**src/rtl/riscv_mem_pkg.sv**
```systemverilog
// Shared definitions for the handshaked data memory.
// Holds:
// - the access-size encodings (funct3[1:0]);
// - the FSM state encoding;
// - the maximum wait latency;
// - helpers that classify an access and build its byte-lane mask.
package riscv_mem_pkg;

  localparam logic [1:0] SZ_B = 2'b00;
  localparam logic [1:0] SZ_H = 2'b01;
  localparam logic [1:0] SZ_W = 2'b10;

  localparam int LATENCY_MAX = 15;

  typedef enum logic [1:0] {
    ST_IDLE = 2'b00,
    ST_WAIT = 2'b01,
    ST_RESP = 2'b10
  } state_t;

  // Misaligned half/word or the reserved size code.
  function automatic logic acc_err(input logic [1:0] size, input logic [1:0] a_lo);
    logic e;
    case (size)
      SZ_B:    e = 1'b0;
      SZ_H:    e = a_lo[0];
      SZ_W:    e = |a_lo;
      default: e = 1'b1;
    endcase
    return e;
  endfunction

  // Byte lanes written by a store of the given size at the given offset.
  function automatic logic [3:0] lane_mask(input logic [1:0] size, input logic [1:0] a_lo);
    logic [3:0] m;
    case (size)
      SZ_B:    m = 4'b0001 << a_lo;
      SZ_H:    m = a_lo[1] ? 4'b1100 : 4'b0011;
      SZ_W:    m = 4'b1111;
      default: m = 4'b0000;
    endcase
    return m;
  endfunction

endpackage

```
**src/rtl/dmem_hs_if.sv**
```systemverilog
// Request/response bundle between a requester and dmem_hs.
// Ports:
// - request side: req, we, a (byte address), wd (right-aligned store data), size, uns;
// - response side: busy, ready (one-cycle strobe), rd (load data), err.
interface dmem_hs_if;
  logic        req;
  logic        we;
  logic [31:0] a;
  logic [31:0] wd;
  logic [1:0]  size;
  logic        uns;
  logic        busy;
  logic        ready;
  logic [31:0] rd;
  logic        err;

  modport master (output req, we, a, wd, size, uns, input busy, ready, rd, err);
  modport slave  (input req, we, a, wd, size, uns, output busy, ready, rd, err);
endinterface

```
**src/rtl/loadext.sv**
```systemverilog
// Load alignment and extension.
// Picks the addressed byte or half out of a memory word, then sign- or
// zero-extends it to 32 bits. Word loads pass through unchanged.
// Ports:
// - word_i: memory word;
// - a_lo_i: byte offset;
// - size_i: access size;
// - uns_i: 1 = zero-extend;
// - result_o: aligned, extended value.
module loadext
  import riscv_mem_pkg::*;
(
  input  logic [31:0] word_i,
  input  logic [1:0]  a_lo_i,
  input  logic [1:0]  size_i,
  input  logic        uns_i,
  output logic [31:0] result_o
);

  logic [7:0]  byte_s;
  logic [15:0] half_s;

  // Lane selection followed by extension.
  always_comb begin
    byte_s   = 8'h00;
    half_s   = 16'h0000;
    result_o = 32'h0000_0000;
    case (a_lo_i)
      2'd0:    byte_s = word_i[7:0];
      2'd1:    byte_s = word_i[15:8];
      2'd2:    byte_s = word_i[23:16];
      2'd3:    byte_s = word_i[31:24];
      default: byte_s = 8'h00;
    endcase
    if (a_lo_i[1]) begin
      half_s = word_i[31:16];
    end else begin
      half_s = word_i[15:0];
    end
    case (size_i)
      SZ_B:    result_o = {{24{~uns_i & byte_s[7]}}, byte_s};
      SZ_H:    result_o = {{16{~uns_i & half_s[15]}}, half_s};
      SZ_W:    result_o = word_i;
      default: result_o = 32'h0000_0000;
    endcase
  end

endmodule

```
**src/rtl/dmem_hs.sv**
```systemverilog
// Single-port data memory behind a req/ready handshake.
// An accepted access waits LATENCY cycles, spends one cycle in RESP, and
// the response (ready, rd, err) is registered out of that cycle. Stores
// commit on the edge leaving RESP.
// Ports:
// - clk: clock;
// - reset: synchronous, active high;
// - bus: dmem_hs_if slave.
module dmem_hs
  import riscv_mem_pkg::*;
#(
  parameter int DEPTH   = 64,
  parameter int LATENCY = 2
) (
  input  logic   clk,
  input  logic   reset,
  dmem_hs_if.slave bus
);

  localparam int AW = $clog2(DEPTH);
  localparam int CW = $clog2(LATENCY_MAX + 1);
  localparam logic [CW-1:0] CNT_LOAD = (LATENCY == 0) ? '0 : CW'(LATENCY - 1);

  state_t        state_q;
  logic [CW-1:0] cnt_q;
  logic [AW+1:0] a_q;
  logic [31:0]   wd_q;
  logic          we_q;
  logic [1:0]    size_q;
  logic          uns_q;
  logic          busy_q;
  logic          ready_q;
  logic          err_q;
  logic [31:0]   rd_q;

  logic [31:0]   mem_q [DEPTH];

  logic [AW-1:0] idx_s;
  logic [31:0]   word_s;
  logic [31:0]   ld_s;
  logic          err_s;
  logic [3:0]    mask_s;
  logic [31:0]   lanes_s;
  logic [31:0]   wword_d;
  logic          accept_s;
  logic          commit_s;
  logic          unused_a_s;

  // Upper address bits do not take part in decoding.
  assign unused_a_s = ^bus.a[31:AW+2];

  assign idx_s    = a_q[AW+1:2];
  assign word_s   = mem_q[idx_s];
  assign err_s    = acc_err(size_q, a_q[1:0]);
  assign mask_s   = lane_mask(size_q, a_q[1:0]);
  assign accept_s = bus.req & ((state_q == ST_IDLE) | (state_q == ST_RESP));
  // A reset on the leaving edge drops the pending store.
  assign commit_s = (state_q == ST_RESP) & we_q & ~err_s & ~reset;

  // Replicate right-aligned store data across every lane.
  // The mask then keeps only the lanes that are addressed.
  always_comb begin
    lanes_s = 32'h0000_0000;
    case (size_q)
      SZ_B:    lanes_s = {4{wd_q[7:0]}};
      SZ_H:    lanes_s = {2{wd_q[15:0]}};
      default: lanes_s = wd_q;
    endcase
    for (int i = 0; i < 4; i++) begin
      if (mask_s[i]) begin
        wword_d[8*i +: 8] = lanes_s[8*i +: 8];
      end else begin
        wword_d[8*i +: 8] = word_s[8*i +: 8];
      end
    end
  end

  loadext u_loadext (
    .word_i   (word_s),
    .a_lo_i   (a_q[1:0]),
    .size_i   (size_q),
    .uns_i    (uns_q),
    .result_o (ld_s)
  );

  // Handshake FSM, latency counter and registered response.
  always_ff @(posedge clk) begin
    if (reset) begin
      state_q <= ST_IDLE;
      cnt_q   <= '0;
      busy_q  <= 1'b0;
      ready_q <= 1'b0;
      err_q   <= 1'b0;
      rd_q    <= 32'h0000_0000;
    end else begin
      ready_q <= (state_q == ST_RESP);
      err_q   <= (state_q == ST_RESP) & err_s;
      rd_q    <= ((state_q == ST_RESP) && !we_q && !err_s) ? ld_s : 32'h0000_0000;
      case (state_q)
        ST_IDLE, ST_RESP: begin
          if (accept_s) begin
            a_q    <= bus.a[AW+1:0];
            wd_q   <= bus.wd;
            we_q   <= bus.we;
            size_q <= bus.size;
            uns_q  <= bus.uns;
            cnt_q  <= CNT_LOAD;
            busy_q <= 1'b1;
            state_q <= (LATENCY == 0) ? ST_RESP : ST_WAIT;
          end else begin
            busy_q  <= 1'b0;
            state_q <= ST_IDLE;
          end
        end
        ST_WAIT: begin
          busy_q <= 1'b1;
          if (cnt_q == '0) begin
            state_q <= ST_RESP;
          end else begin
            cnt_q <= cnt_q - CW'(1);
          end
        end
        default: begin
          busy_q  <= 1'b0;
          state_q <= ST_IDLE;
        end
      endcase
    end
  end

  // Store port; memory contents survive reset.
  always_ff @(posedge clk) begin
    if (commit_s) begin
      mem_q[idx_s] <= wword_d;
    end
  end

  assign bus.busy  = busy_q;
  assign bus.ready = ready_q;
  assign bus.rd    = rd_q;
  assign bus.err   = err_q;

endmodule

```
**src/flat_wrapper.sv**
```systemverilog
// flat-port wrapper written by rule: the top's interface ports become plain ports
module dmem_hs_flat import riscv_mem_pkg::*;
#(
  parameter int DEPTH   = 64,
  parameter int LATENCY = 2
)
  (clk, reset, bus_req, bus_we, bus_a, bus_wd, bus_size, bus_uns, bus_busy, bus_ready, bus_rd, bus_err);
  dmem_hs_if bus_i ();
  input  logic clk;
  input  logic reset;
  input wire logic [$bits(bus_i.req)-1:0] bus_req;
  input wire logic [$bits(bus_i.we)-1:0] bus_we;
  input wire logic [$bits(bus_i.a)-1:0] bus_a;
  input wire logic [$bits(bus_i.wd)-1:0] bus_wd;
  input wire logic [$bits(bus_i.size)-1:0] bus_size;
  input wire logic [$bits(bus_i.uns)-1:0] bus_uns;
  output wire logic [$bits(bus_i.busy)-1:0] bus_busy;
  output wire logic [$bits(bus_i.ready)-1:0] bus_ready;
  output wire logic [$bits(bus_i.rd)-1:0] bus_rd;
  output wire logic [$bits(bus_i.err)-1:0] bus_err;
  assign bus_i.req = bus_req;
  assign bus_i.we = bus_we;
  assign bus_i.a = bus_a;
  assign bus_i.wd = bus_wd;
  assign bus_i.size = bus_size;
  assign bus_i.uns = bus_uns;
  assign bus_busy = bus_i.busy;
  assign bus_ready = bus_i.ready;
  assign bus_rd = bus_i.rd;
  assign bus_err = bus_i.err;
  dmem_hs #(.DEPTH(DEPTH), .LATENCY(LATENCY)) u_core (.clk(clk), .reset(reset), .bus(bus_i));
endmodule
```
**config.mk**
```make
export PLATFORM = sky130hd
export DESIGN_NAME = dmem_hs_flat
export DESIGN_NICKNAME = d
export VERILOG_FILES = /design/src/rtl/riscv_mem_pkg.sv /design/src/rtl/dmem_hs_if.sv /design/src/rtl/loadext.sv /design/src/rtl/dmem_hs.sv /design/src/flat_wrapper.sv
export SDC_FILE = /design/constraint.sdc
export NUM_CORES = 2
export LEC_CHECK = 0
export BUFFER_PORTS_ARGS = -buffer_cell sky130_fd_sc_hd__buf_2
export CAP_MARGIN = 10
export CORE_UTILIZATION = 45
export CTS_BUF_LIST = sky130_fd_sc_hd__clkbuf_8 sky130_fd_sc_hd__clkbuf_16
export DETAILED_ROUTE_END_ITERATION = 8
export HOLD_SLACK_MARGIN = 0.06
export SLEW_MARGIN = 25
export SYNTH_ARGS = -nofsm -noshare
export SYNTH_HDL_FRONTEND = slang
export SYNTH_SLANG_ARGS = --single-unit
export TNS_END_PERCENT = 50
```
**constraint.sdc**
```tcl
create_clock -name clk -period 7.9 [get_ports clk]
set_clock_uncertainty 0.1 [all_clocks]
set_input_delay 0.395 -clock clk [delete_from_list [all_inputs] [get_ports clk]]
set_output_delay 0.395 -clock clk [all_outputs]
set_load 0.01 [all_outputs]
```
* Yosys cells after proc, flatten, opt, wreduce, memory -nomap -nowiden
Memories as Yosys holds them, arrays and structs flattened. A register that Yosys moved wholly into a read port is not among the register bits.
Cells that the tools add are included.
** Storage, ports and cells
- Register bits :: 85
- Memory bits (writable) :: 2048
- Output and inout port bits :: 35
- Logic and storage cells :: 72
- Memories :: 1
** Operators by class
- Add/subtract/negate cells :: 1
- Equality and inequality tests :: 10
- Shift operators :: 1
- Multiplexer cells :: 22
- Bitwise logic cells :: 12
- Reductions and logical operators :: 14
** Memories
- u_core.mem_q :: words 64, bits a word 32, read ports 1, clocked after Yosys merged registers in 1, wr ports 1, line dmem_hs.sv:36 : logic [31:0] mem_q [DEPTH];
** Operators with widths (number)
- $pmux W32 S3 :: 1
- $pmux W32 S2 :: 1
- $mux W8 :: 4
- $pmux W8 S4 :: 1
- $mux W16 :: 1
- $mux W4 :: 3
- $pmux W4 S3 :: 1
- $eq A2 B2 Y1 const B :: 4
- $pmux W4 S2 :: 1
- $and A1 B1 Y1 :: 7
- $eq A2 B1 Y1 const B :: 3
- $logic_not A2 Y1 :: 3
- $mux W6 :: 1
- $reduce_and A3 Y1 :: 2
- $reduce_or A2 Y1 :: 3
- $logic_not A4 Y1 :: 1
- $mux W1 :: 4
- $ne A2 B1 Y1 const B :: 2
- $not A1 Y1 :: 4
- $pmux W2 S2 :: 1
- $shl A1 B2 Y4 const A :: 1
- $sub A4 B1 Y4 const B :: 1
- $pmux W1 S3 :: 1
- $logic_and A1 B1 Y1 :: 2
- other kinds (6) :: 7

* Longest topological paths before layout
- Word-level depth :: 7
- Depth in mapped cells :: 14
- Mapped depth without buffers :: 8

* Modules after synthesis
From an unflattened synthesis, not the netlist that was laid out.
** Second synthesis, totals
- Cells, all modules :: 3772
- Area, all modules :: 82830.7 sq um
** By module, submodules not included
- dmem_hs :: times used 1, cells each 3648, area each 81772.2 sq um
- loadext :: times used 1, cells each 124, area each 1058.5 sq um

* Worst setup path after synthesis
OpenSTA, ideal clock, no wires.
- Kind :: register to register
- Start point :: register (tool-made name)
- End point :: memory u_core.mem_q[0][22] (data pin)
- Setup time :: 0.702 ns
- Arrival time :: 4.850 ns
- Data required time :: 7.098 ns
- Slack :: 2.248 ns
- Cell stages (with the launch flop) :: 12
- Buffers on the path :: 6
- Period minus slack after synthesis :: 5.652 ns
- Cells stage by stage :: dfxtp_1 buf_2 buf_2 buf_2 buf_4 buf_2 clkbuf_1 mux4_2 mux4_2 mux2_2 mux2i_1 o21ai_0
** RTL lines (line)
- end: declaration :: dmem_hs.sv:36

==> summary.txt <==
Run status
  • Status: finished clean

Power
  • Leakage: 29.4 nW
  • Max VDD drop: 224 µV
  • Pwr/cell area: 262 mW/mm²
  • Design Power: 24.6 mW

Clock tree
  • Clock sinks: 2139
  • Max Root-Sink Buffers: 3
  • CTS root buffer: clkbuf_16
  • Gates resized, CTS repair: 0
  • # H-tree levels: 4
  • Num CTS Buffers: 209
  • CTS tree: done
  • Clk_lat worst skew: 0.83 ns
  • Clk slew on worst S/H paths: 0.06 ns

Synthesis
  • Syn nets: 3539
  • Cells after Synth: 3466
  • Post-synth top area share: 76.7%
  • Top post-synthesis cells by area: edfxtp_1 77%, mux4_2 17%, dfxtp_1 1.1%, mux2i_1 0.83%, mux2_2 0.49%
  • Most frequent cell after synthesis: edfxtp_1
  • Post-synth EDFFs: 2092
  • Synth warn: 0
  • Asr flop ratio synth: 0%
  • Sequential area share after synthesis: 77.8%
  • #FFs+latches synth: 2139
  • Cell variety after synth: 51
  • Syn_area_per_cell: 23.6 µm²
  • Synth cell count leaders: 2092 x edfxtp_1, 622 x mux4_2, 108 x nor2_1, 78 x clkbuf_1
  • Synthesized area: 0.0819 mm²
  • Ys flop type: edfxtp_1
  • Cell accounting for the most synthesized area: edfxtp_1

Routing
  • WL/cell: 33.0 µm
  • Via count: 38.5k
  • ANT nets after route: 0
  • Iter 0 DRT Violations: 4876
  • Post-Route WL: 208000 µm
  • Iteration count of the initial detailed-routing pass: 5
  • DRC: 0
  • DR vias/cell: 6.10

Placed design
  • Pre-CTS WS: 3.37 ns
  • PortBufs: 81
  • Detailed placement HPWL: 113000 µm
  • Routability cong.: 0.905
  • Placed cell area: 0.0864 mm²
  • Post-placement cell count: 5866

Hold path
  • Min-delay worst type: in2reg

Cells and area
  • P&R area growth vs syn: 14.5%
  • FF+latch area: 0.0638 mm²
  • Ratio of cells with drive above 1 in the final layout: 32.4%
  • Final non-filler cell total: 6312
  • Fillers: 13.8k
  • Final instance area: 0.0938 mm²
  • Post-layout util: 51.9%
  • Final Net Count: 3828
  • Multi-input logic area: 0.0181 mm²

Global routing
  • Global route overflow: 0
  • Vias in the first global route: 38.5k
  • Global-route wire length before repair: 293000 µm
  • Largest net degree at the start of global routing: 93
  • Antenna violations before repair: 7
  • Gr usage total: 22.7%

Timing
  • Final hold violations: 0
  • WHS: 0.183 ns
  • Worst-margin pin slew: 1.09 ns
  • RSZ-0062 raised after global routing: no
  • Fin. max-slew vios: 0
  • Final setup TNS: 0 ns
  • Slack of the critical path: 3.19 ns
  • Max Freq: 0.213 GHz
  • Slew margin rel.: 26.6%
  • Setup Viol. Count Final: 0
  • Fin crit share: 59.6%
  • Period minus WS final: 4.71 ns

Die
  • Rows: 156
  • Die area: 0.184 mm²
  • Num ports: 106
  • Core ar.: 0.181 mm²
  • Width of the die: 429 µm
  • Die Y: 429 µm
  • Initial Util: 45.3%

Setup path
  • Startpoint type of the worst setup path: flop
  • Worst Path Arrival: 5.28 ns
  • Crit-path max FO: 86
  • WS Path Type: reg2reg
  • CP required: 8.48 ns
  • CP Capture Type: flop

Run
  • Max-cap viol count: 0
-- power by group --
part	internal (mW)	switching (mW)
Clock	5.67	4.21
Sequential	12.8	0.0460
Combinational	0.642	1.17
Total	19.1	5.42
-- timing repair --
action | CTS | global route
hold endpoints to repair | 59 | 0
setup buffers | 0 | 0
hold buffers | 47 | 0
-- sequential cells by signal (all words and copies together) (netlist names), named ones only --
| signal | cells |
|---|---|
| u_core.uns_q | 1 |
| u_core.state_q | 2 |
| u_core.a_q | 8 |
| u_core.mem_q | 2048 |
| u_core.bus.rd | 32 |
| u_core.bus.ready | 1 |
| u_core.bus.err | 1 |
| u_core.wd_q | 32 |
| u_core.cnt_q | 4 |
| u_core.size_q | 2 |
| u_core.bus.busy | 1 |
| u_core.we_q | 1 |
-- area by class of cell --
cell class | count | share of cell area, %
Sequential cell | 2139 | 68.0
Multi-Input combinational cell | 1134 | 19.3
Clock buffer | 224 | 5.85
Tap cell | 2370 | 3.16
Timing Repair Buffer | 260 | 2.15
Clock inverter | 172 | 1.47
Inverter | 11 | 0.0534
Antenna cell | 2 | 0.00534
-- metal layers --
metal / GRT usage [%] / routed length (µm) / share of wire, % / vias to the layer above
met5: 0 / 0 / 0 / -
met4: 6.95 / 6210 / 3.0 / 0
met3: 3.84 / 16000 / 7.7 / 286
met2: 35.9 / 100000 / 48 / 1600
met1: 32.6 / 86100 / 41 / 21100
li1: - / - / - / 15500
-- logic make-up after synthesis --
kind of cell	Yosys count	share of synthesized area, %
AOI/OAI and AO/OA	155	1.23
xor gates and xnor gates	2	0.0214
and+or+nand+nor	249	1.35
muxes	726	18.4
adders and majority gates	2	0.0305
DFF	2139	77.8
buffers and inverters	193	1.13
-- final timing paths --
kind	start	endpoint	slack (ns)	cells past startpoint
setup / recovery	flop	u_core.bus.rd[4]	3.19	8
setup reg to reg	flop	u_core.bus.rd[4]	3.19	8
hold reg to reg	u_core.cnt_q[0]	u_core.cnt_q[0]	0.41	1
hold / removal	bus_wd[18]	u_core.wd_q[18]	0.18	2
-- worst max-delay path, cell delays in order, from the launching register on --
cell and delay, ns:
dfxtp_4 0.85, buf_12 0.47, mux4_2 0.41, mux4_2 0.50, mux2i_1 0.58, mux2_2 0.40, nor2_1 0.07, a221oi_1 0.87
o21ai_1 0.10
-- layout by cell type (no fill, tap or decap), types with 5 or more instances in the layout --
cell type      netlist  final
o21ai_1              9      8
buf_2               50     81
inv_1                9     49
nor2_1             108     43
a21oi_1             37     27
mux4_2             622    622
clkinv_8             0      5
a22oi_1             38     38
nor2b_1              8      8
clkinv_2             0     40
inv_6                0      5
nand3_1             20     20
buf_12               0     12
mux2_2              36     36
nand2_1             68     68
dlygate4sd3_1        0     47
bufinv_16            0     21
edfxtp_1          2092   2092
nand2b_1             8      8
clkbuf_8             0     11
a211oi_1             7      7
dfxtp_1             47     43
buf_4               20    119
a21oi_4              0      9
nand3b_1             7      7
a221oi_1             9      9
nor2_4               0     65
clkinv_1             0     57
a31oi_1              5      5
mux2i_1             68     68
clkbuf_16            0    213
o211ai_1             7      7
o21ai_4              0     22
nor3_1               9      8
(Power assumes the default switching activity.)
